--- config.mk ---
export PLATFORM = sky130hd
export DESIGN_NAME = dm_ctrl
export DESIGN_NICKNAME = d
export VERILOG_FILES = /design/src/rtl/dm_ctrl.sv
export SDC_FILE = /design/constraint.sdc
export NUM_CORES = 1
export LEC_CHECK = 0
export ABC_AREA = 1
export BUFFER_PORTS_ARGS = -buffer_cell sky130_fd_sc_hd__clkbuf_2
export CORE_MARGIN = 1.5
export CORE_UTILIZATION = 51
export DETAILED_ROUTE_END_ITERATION = 16
export GPL_TIMING_DRIVEN = 0
export MAX_ROUTING_LAYER = met4
export PLACE_DENSITY = 0.93
export SYNTH_ARGS = -nofsm -noshare
export SYNTH_HDL_FRONTEND = slang
export SYNTH_SLANG_ARGS = --single-unit
export TNS_END_PERCENT = 10
--- constraint.sdc ---
create_clock -name clk -period 5.3 [get_ports clk]
set_input_delay 1.06 -clock clk [delete_from_list [all_inputs] [get_ports clk]]
set_output_delay 1.06 -clock clk [all_outputs]
set_load 0.02 [all_outputs]
--- src/rtl/dm_ctrl.sv ---
// dm_ctrl: data-memory controller between the core DM port and a
// single-port synchronous SRAM. It takes one read or write per request,
// inserts WAIT_CYCLES wait states before the SRAM strobe, and bounds-checks
// the address. The core is held with dm_stall until the access is done.
module dm_ctrl #(
  parameter int ADDR_W      = 12,
  parameter int DATA_W      = 32,
  parameter int DEPTH_WORDS = 1024,
  parameter int WAIT_CYCLES = 2
) (
  input  logic              clk,
  input  logic              rst,
  input  logic              DM_enable,
  input  logic              DM_read,
  input  logic              DM_write,
  input  logic [ADDR_W-1:0] DM_address,
  input  logic [DATA_W-1:0] DM_in,
  output logic [DATA_W-1:0] DM_out,
  output logic              dm_stall,
  output logic              dm_error,
  output logic              mem_cs,
  output logic              mem_we,
  output logic [ADDR_W-1:0] mem_addr,
  output logic [DATA_W-1:0] mem_wdata,
  input  logic [DATA_W-1:0] mem_rdata
);

  // The wait counter is only 4 bits wide, and the depth must fit the address.
  if (WAIT_CYCLES < 0 || WAIT_CYCLES > 15) begin : g_bad_wait
    $error("dm_ctrl: WAIT_CYCLES must be in 0..15");
  end
  if (DEPTH_WORDS < 1 || DEPTH_WORDS > (1 << ADDR_W)) begin : g_bad_depth
    $error("dm_ctrl: DEPTH_WORDS must be in 1..2**ADDR_W");
  end

  typedef enum logic [2:0] {
    S_IDLE,
    S_WAIT,
    S_ACCESS,
    S_RESP,
    S_DONE
  } state_t;

  // Counter load value on entry to WAIT; WAIT exits when it reaches zero,
  // so exactly WAIT_CYCLES cycles are spent there.
  localparam logic [3:0] WAIT_INIT =
    (WAIT_CYCLES == 0) ? 4'd0 : 4'(WAIT_CYCLES - 1);
  // One extra bit so DEPTH_WORDS == 2**ADDR_W still compares correctly.
  localparam logic [ADDR_W:0] DEPTH_L = (ADDR_W + 1)'(DEPTH_WORDS);

  state_t            state_q, state_d;
  logic [3:0]        cnt_q, cnt_d;
  logic              wr_q, wr_d;
  logic [ADDR_W-1:0] addr_q, addr_d;
  logic [DATA_W-1:0] wdata_q, wdata_d;
  logic [DATA_W-1:0] dout_q, dout_d;
  logic              err_q, err_d;
  logic              cs_q, cs_d;
  logic              we_q, we_d;

  logic req_ok;
  logic in_range;

  assign req_ok   = DM_read ^ DM_write;
  assign in_range = {1'b0, DM_address} < DEPTH_L;

  // Stall is combinational so the core freezes in the very request cycle.
  assign dm_stall = ((state_q == S_IDLE) & DM_enable) |
                    (state_q == S_WAIT) | (state_q == S_ACCESS) |
                    (state_q == S_RESP);

  assign DM_out    = dout_q;
  assign dm_error  = err_q;
  assign mem_cs    = cs_q;
  assign mem_we    = we_q;
  assign mem_addr  = addr_q;
  assign mem_wdata = wdata_q;

  // Next-state and registered-output decode; strobes are set on entry to
  // ACCESS so mem_cs/mem_we are high for exactly the ACCESS cycle.
  always_comb begin
    state_d = state_q;
    cnt_d   = cnt_q;
    wr_d    = wr_q;
    addr_d  = addr_q;
    wdata_d = wdata_q;
    dout_d  = dout_q;
    err_d   = 1'b0;
    cs_d    = 1'b0;
    we_d    = 1'b0;
    case (state_q)
      S_IDLE: begin
        if (DM_enable) begin
          if (!req_ok) begin
            // Both or neither of read/write: flag and skip the SRAM.
            err_d   = 1'b1;
            state_d = S_DONE;
          end else if (!in_range) begin
            // Out-of-range read returns zero; write leaves DM_out alone.
            err_d   = 1'b1;
            if (DM_read) dout_d = '0;
            state_d = S_DONE;
          end else begin
            addr_d  = DM_address;
            wdata_d = DM_in;
            wr_d    = DM_write;
            if (WAIT_CYCLES == 0) begin
              cs_d    = 1'b1;
              we_d    = DM_write;
              state_d = S_ACCESS;
            end else begin
              cnt_d   = WAIT_INIT;
              state_d = S_WAIT;
            end
          end
        end
      end
      S_WAIT: begin
        if (cnt_q == 4'd0) begin
          cs_d    = 1'b1;
          we_d    = wr_q;
          state_d = S_ACCESS;
        end else begin
          cnt_d = cnt_q - 4'd1;
        end
      end
      S_ACCESS: begin
        state_d = wr_q ? S_DONE : S_RESP;
      end
      S_RESP: begin
        // SRAM data is valid the cycle after the strobe.
        dout_d  = mem_rdata;
        state_d = S_DONE;
      end
      S_DONE: begin
        state_d = S_IDLE;
      end
      default: begin
        state_d = S_IDLE;
      end
    endcase
  end

  // State and output registers; reset aborts any access in flight.
  always_ff @(posedge clk or posedge rst) begin
    if (rst) begin
      state_q <= S_IDLE;
      cnt_q   <= 4'd0;
      wr_q    <= 1'b0;
      addr_q  <= '0;
      wdata_q <= '0;
      dout_q  <= '0;
      err_q   <= 1'b0;
      cs_q    <= 1'b0;
      we_q    <= 1'b0;
    end else begin
      state_q <= state_d;
      cnt_q   <= cnt_d;
      wr_q    <= wr_d;
      addr_q  <= addr_d;
      wdata_q <= wdata_d;
      dout_q  <= dout_d;
      err_q   <= err_d;
      cs_q    <= cs_d;
      we_q    <= we_d;
    end
  end

endmodule
==> Word-level counts from Yosys, hierarchy flattened <==
Index checks and enable logic that the tools add are counted.
{ "op_classes": {"n_reduce_logical": 8, "bitwise_logic": 5, "n_mux": 24, "magnitude_cmp": 1, "addsub": 1, "n_eq_ne": 10} }
{ "ops": {"columns": ["cell", "n"], "rows": [
  ["two-way mux 32 bit", 4],
  ["case mux 32 bit (2 select lines)", 1],
  ["two-way mux 4 bit", 4],
  ["two-way mux 3 bit", 5],
  ["< comparator 12 x 11 -> 1 bit, second input constant", 1],
  ["inequality test 2 bit, second input constant", 6],
  ["case mux 3 bit (4 select lines)", 1],
  ["AND reduction 5 bit", 2],
  ["two-way mux 1 bit", 8],
  ["case mux 4 bit (2 select lines)", 1],
  ["== test 3 x 2 -> 1 bit, second input constant", 2],
  ["zero test 4 bit", 1],
  ["AND reduction 4 bit", 1],
  ["nonzero test 2 bit", 2],
  ["subtractor 4 x 1 -> 4 bit, second input constant", 1],
  ["== test 3 x 1 -> 1 bit, second input constant", 1],
  ["zero test 3 bit", 1],
  ["OR 1 bit", 3],
  ["inequality test 2 x 1 -> 1 bit, second input constant", 1],
  ["AND reduction 2 bit", 1],
  ["bitwise AND 1 bit", 1],
  ["XOR 1 bit", 1]
]} }
{ "totals": {"word_cells": 58, "out_inout_bits": 80, "reg_bits": 87} }

==> Longest topological paths before layout <==
{ "logic_depth": {"word_depth": 5, "ltp_mapped": 9, "ltp_nobuf": 8} }

==> Least setup slack after synthesis <==
OpenSTA, ideal clock, no wires.
{ "synth_timing": {"path_type": "in2out", "startpoint": "input DM_enable", "endpoint": "output dm_stall", "path_stages": 4, "required_ps": 4240, "arrival_ps": 1846, "setup_slack_ps": 2394, "path_buffers": 0, "path_cell_list": "inv_1 nand2_1 nand2_1 o21ai_0"} }
{ "synth_between": {"elab_chain_len": 4} }
{ "synth_rtl": {"columns": ["element", "line_no", "source"], "rows": [
  ["from (decl)", "13", "input logic DM_enable,"],
  ["bitwise AND 1 bit", "68", "assign dm_stall = ((state_q == S_IDLE) & DM_enable) |"],
  ["OR 1 bit", "68", null],
  ["OR 1 bit (2 in series)", "69", "(state_q == S_WAIT) | (state_q == S_ACCESS) |"],
  ["to (decl)", "19", "output logic dm_stall,"]
]} }
No other way between the ends.

==> Worst setup path in the final report <==
Ends and elaborated chain as after synthesis.

==> results.json <==
{
  "wire_per_inst_um": 12.58,
  "grt_max_degree": 50,
  "wl_met2_um": 4405,
  "yosysTopAreaCell": "dfrtp_1",
  "critPathKind": "in2out",
  "drt_iter0_drc": 220,
  "r2r_cells": 9,
  "seq_area_frac_synth": 0.5916,
  "row_count": 30,
  "hold_start": "mem_wdata[22]$_DFFE_PP0P_",
  "total_power_mw": 2.093,
  "grt_first_pass_wirelength_um": 13190,
  "finalSetupTns_ps": 0,
  "drv_cap": 0,
  "vdd_drop_max_mv": 0.2090,
  "slew_headroom": 0.6567,
  "layout-drive-gt1-share": 0.4065,
  "synthTopCellsByArea": "dfrtp_1 (59%), nand2_1 (18%), nand2_2 (6.5%)",
  "outcome": "finished, final reports clean",
  "syn_nets": 489,
  "die_w_um": 87.94,
  "routabilityCongestion": 0.8516,
  "drc": 0,
  "finalSetupViolations": 0,
  "leakage_nw": 2.874,
  "hpwl_um": 6655,
  "cts_root_buf": "clkbuf_8",
  "cp-start-kind": "input pin",
  "synth_cells": 406,
  "ys.flop_type": "dfrtp_1",
  "period_share": 0.5670,
  "power-per-cell-area_nw_per_um2": 434.2,
  "core_area_um2": 6869,
  "clk_pin_slew_ps": 80,
  "die_area_um2": 7733,
  "fin_nets": 661,
  "post_cts_buffers": 0,
  "max_freq_mhz": 332.8,
  "n_antenna_cell": 0,
  "final_antenna_net_count": 0,
  "rsz0062_at_grt": "false",
  "tritoncts.num_buffers": 9,
  "dr.pass1.iters": 4,
  "synth_area_um2": 3680,
  "holdBufCountCts": 0,
  "postSynth.asyncResetShare": 1.000,
  "r2r_start": "state_q[2]$_DFFE_PP0P_",
  "final_max_slew_viol_count": 0,
  "ys_seq_elements": 87,
  "synth_top_area_frac": 0.5916,
  "finClkSkew_ps": 9.613,
  "start_util": 0.5357,
  "via_per_inst": 4.770,
  "crit_path_end_kind": "primary output",
  "top_layer": "met4",
  "syn2layout_area_growth_pct": 31.01,
  "wl_met1_um": 3478,
  "boundaryPins": 161,
  "antenna_found_initial": 0,
  "critPathLaunch": "DM_enable",
  "grt_overflow": 0,
  "path_max_fanout": 6,
  "port_buffers": 160,
  "drt-total-wl_um": 8540,
  "clockBufferDepth": 2,
  "synth_cell_types": 21,
  "post_cts_resized": 0,
  "insertion_delay_ps": 350,
  "synth_area_per_cell_um2": 9.063,
  "period_minus_slack_ps": 3005,
  "yosysMostFrequentCell": "nand2_1",
  "grt_pass1_vias": 3060,
  "die_h_um": 87.94,
  "critical_path_required_ps": 4240,
  "worst_slew_pin_slew_ps": 514.9,
  "htreeDepth": 3,
  "route.vias.total": 3239,
  "track_usage": 0.2276,
  "finalHoldViolCount": 0,
  "synth-edff-count": 0,
  "clock_sinks": 87,
  "wl_met3_um": 578,
  "yosys-top-cells-count": "nand2_1 (179), dfrtp_1 (87), nand2_2 (38)",
  "yosysWarnings": 0,
  "cts_tree": "done",
  "cp_data_arrival_time_ps": 1950,
  "worstHoldPathType": "reg2reg",
  "holdPathStages": 2
}
==> placed cells by master (no fill, tap or decap), drive strengths merged <==
cell / netlist / final
a21oi: 1 / 1
nor3: 2 / 2
bufinv: 0 / 1
xnor2: 1 / 1
inv: 15 / 15
buf: 17 / 18
o21ai: 2 / 2
ha: 2 / 2
clkbuf: 1 / 172
dfrtp: 87 / 87
clkinv: 1 / 3
nor2: 20 / 20
nand3: 38 / 38
clkinvlp: 0 / 2
o31ai: 1 / 1
nand2: 218 / 218
==> worst max-delay path: stages <==
cell and delay, ps:
clkbuf_2 110, inv_1 80, nand2_1 180, nand2_1 110
o21ai_0 200, clkbuf_2 200
==> power by group <==
| part | switching [mW] | internal (mW) | total (mW) |
|---|---|---|---|
| clock | 0.224 | 0.218 | 0.442 |
| combinational | 0.475 | 0.236 | 0.711 |
| sequential | 0.0974 | 0.842 | 0.940 |
| total | 0.797 | 1.30 | 2.09 |
==> layer usage <==
metal,up-vias,GRT usage
met3,8,0.06221
li1,1599,-
met5,-,-
met4,0,0.06205
met2,120,0.3969
met1,1512,0.2562
==> stage by stage <==
stage | hold slack [ps] | area (um^2) | setup slack, ps | std cells | util
after global routing | 498.0 | 4821 | 2209 | 679 | 0.7018
after CTS | 476.6 | 4821 | 2299 | 679 | 0.7018
after global placement | 453.0 | 4601 | 1144 | 662 | 0.6698
after floorplan | 463.8 | 3680 | 1990 | 406 | -
final | 474.0 | 4821 | 2295 | 679 | 0.7018
after detailed placement | 458.7 | 4631 | 2310 | 663 | 0.6741
==> final timing paths <==
path / to / slack, ps
worst max register to register: mem_wdata[11]$_DFFE_PP0P_ / 3810
worst min register to register: mem_wdata[22]$_DFFE_PP0P_ / 470
worst min-delay path: mem_wdata[22]$_DFFE_PP0P_ / 470
max in group asynchronous: mem_wdata[25]$_DFFE_PP0P_ / 3960
min in group asynchronous: mem_wdata[1]$_DFFE_PP0P_ / 730
worst max-delay path: dm_stall / 2290
==> state kept, by name, indices dropped and copies added, names as in the netlist <==
name	cells
DM_out	32
mem_addr	12
mem_we	1
wr_q	1
state_q	3
cnt_q	4
mem_cs	1
dm_error	1
mem_wdata	32
==> cell families (layout without fill, tap and decap cells) <==
group / Yosys count / in the layout / share of synthesized area
buffers and inverters: 34 / 211 / 0.06053
and+or+nand+nor: 278 / 278 / 0.3325
xor gates and xnor gates: 1 / 1 / 0.002381
DFF: 87 / 87 / 0.5916
adders and majority gates: 2 / 2 / 0.006799
AOI/OAI and AO/OA: 4 / 4 / 0.006120
==> layout make-up <==
cell class | count | area (um^2)
multi-input cells | 285 | 1280
clock inverters | 5 | 58.81
clock buffers | 11 | 131.4
flip-flops and latches | 87 | 2177
inverters | 16 | 63.81
plain buffers | 18 | 161.4
well taps | 96 | 120.1
fillers | 536 | 2048
repair buffers | 161 | 828.3
Power figures use the tool's default switching activity.
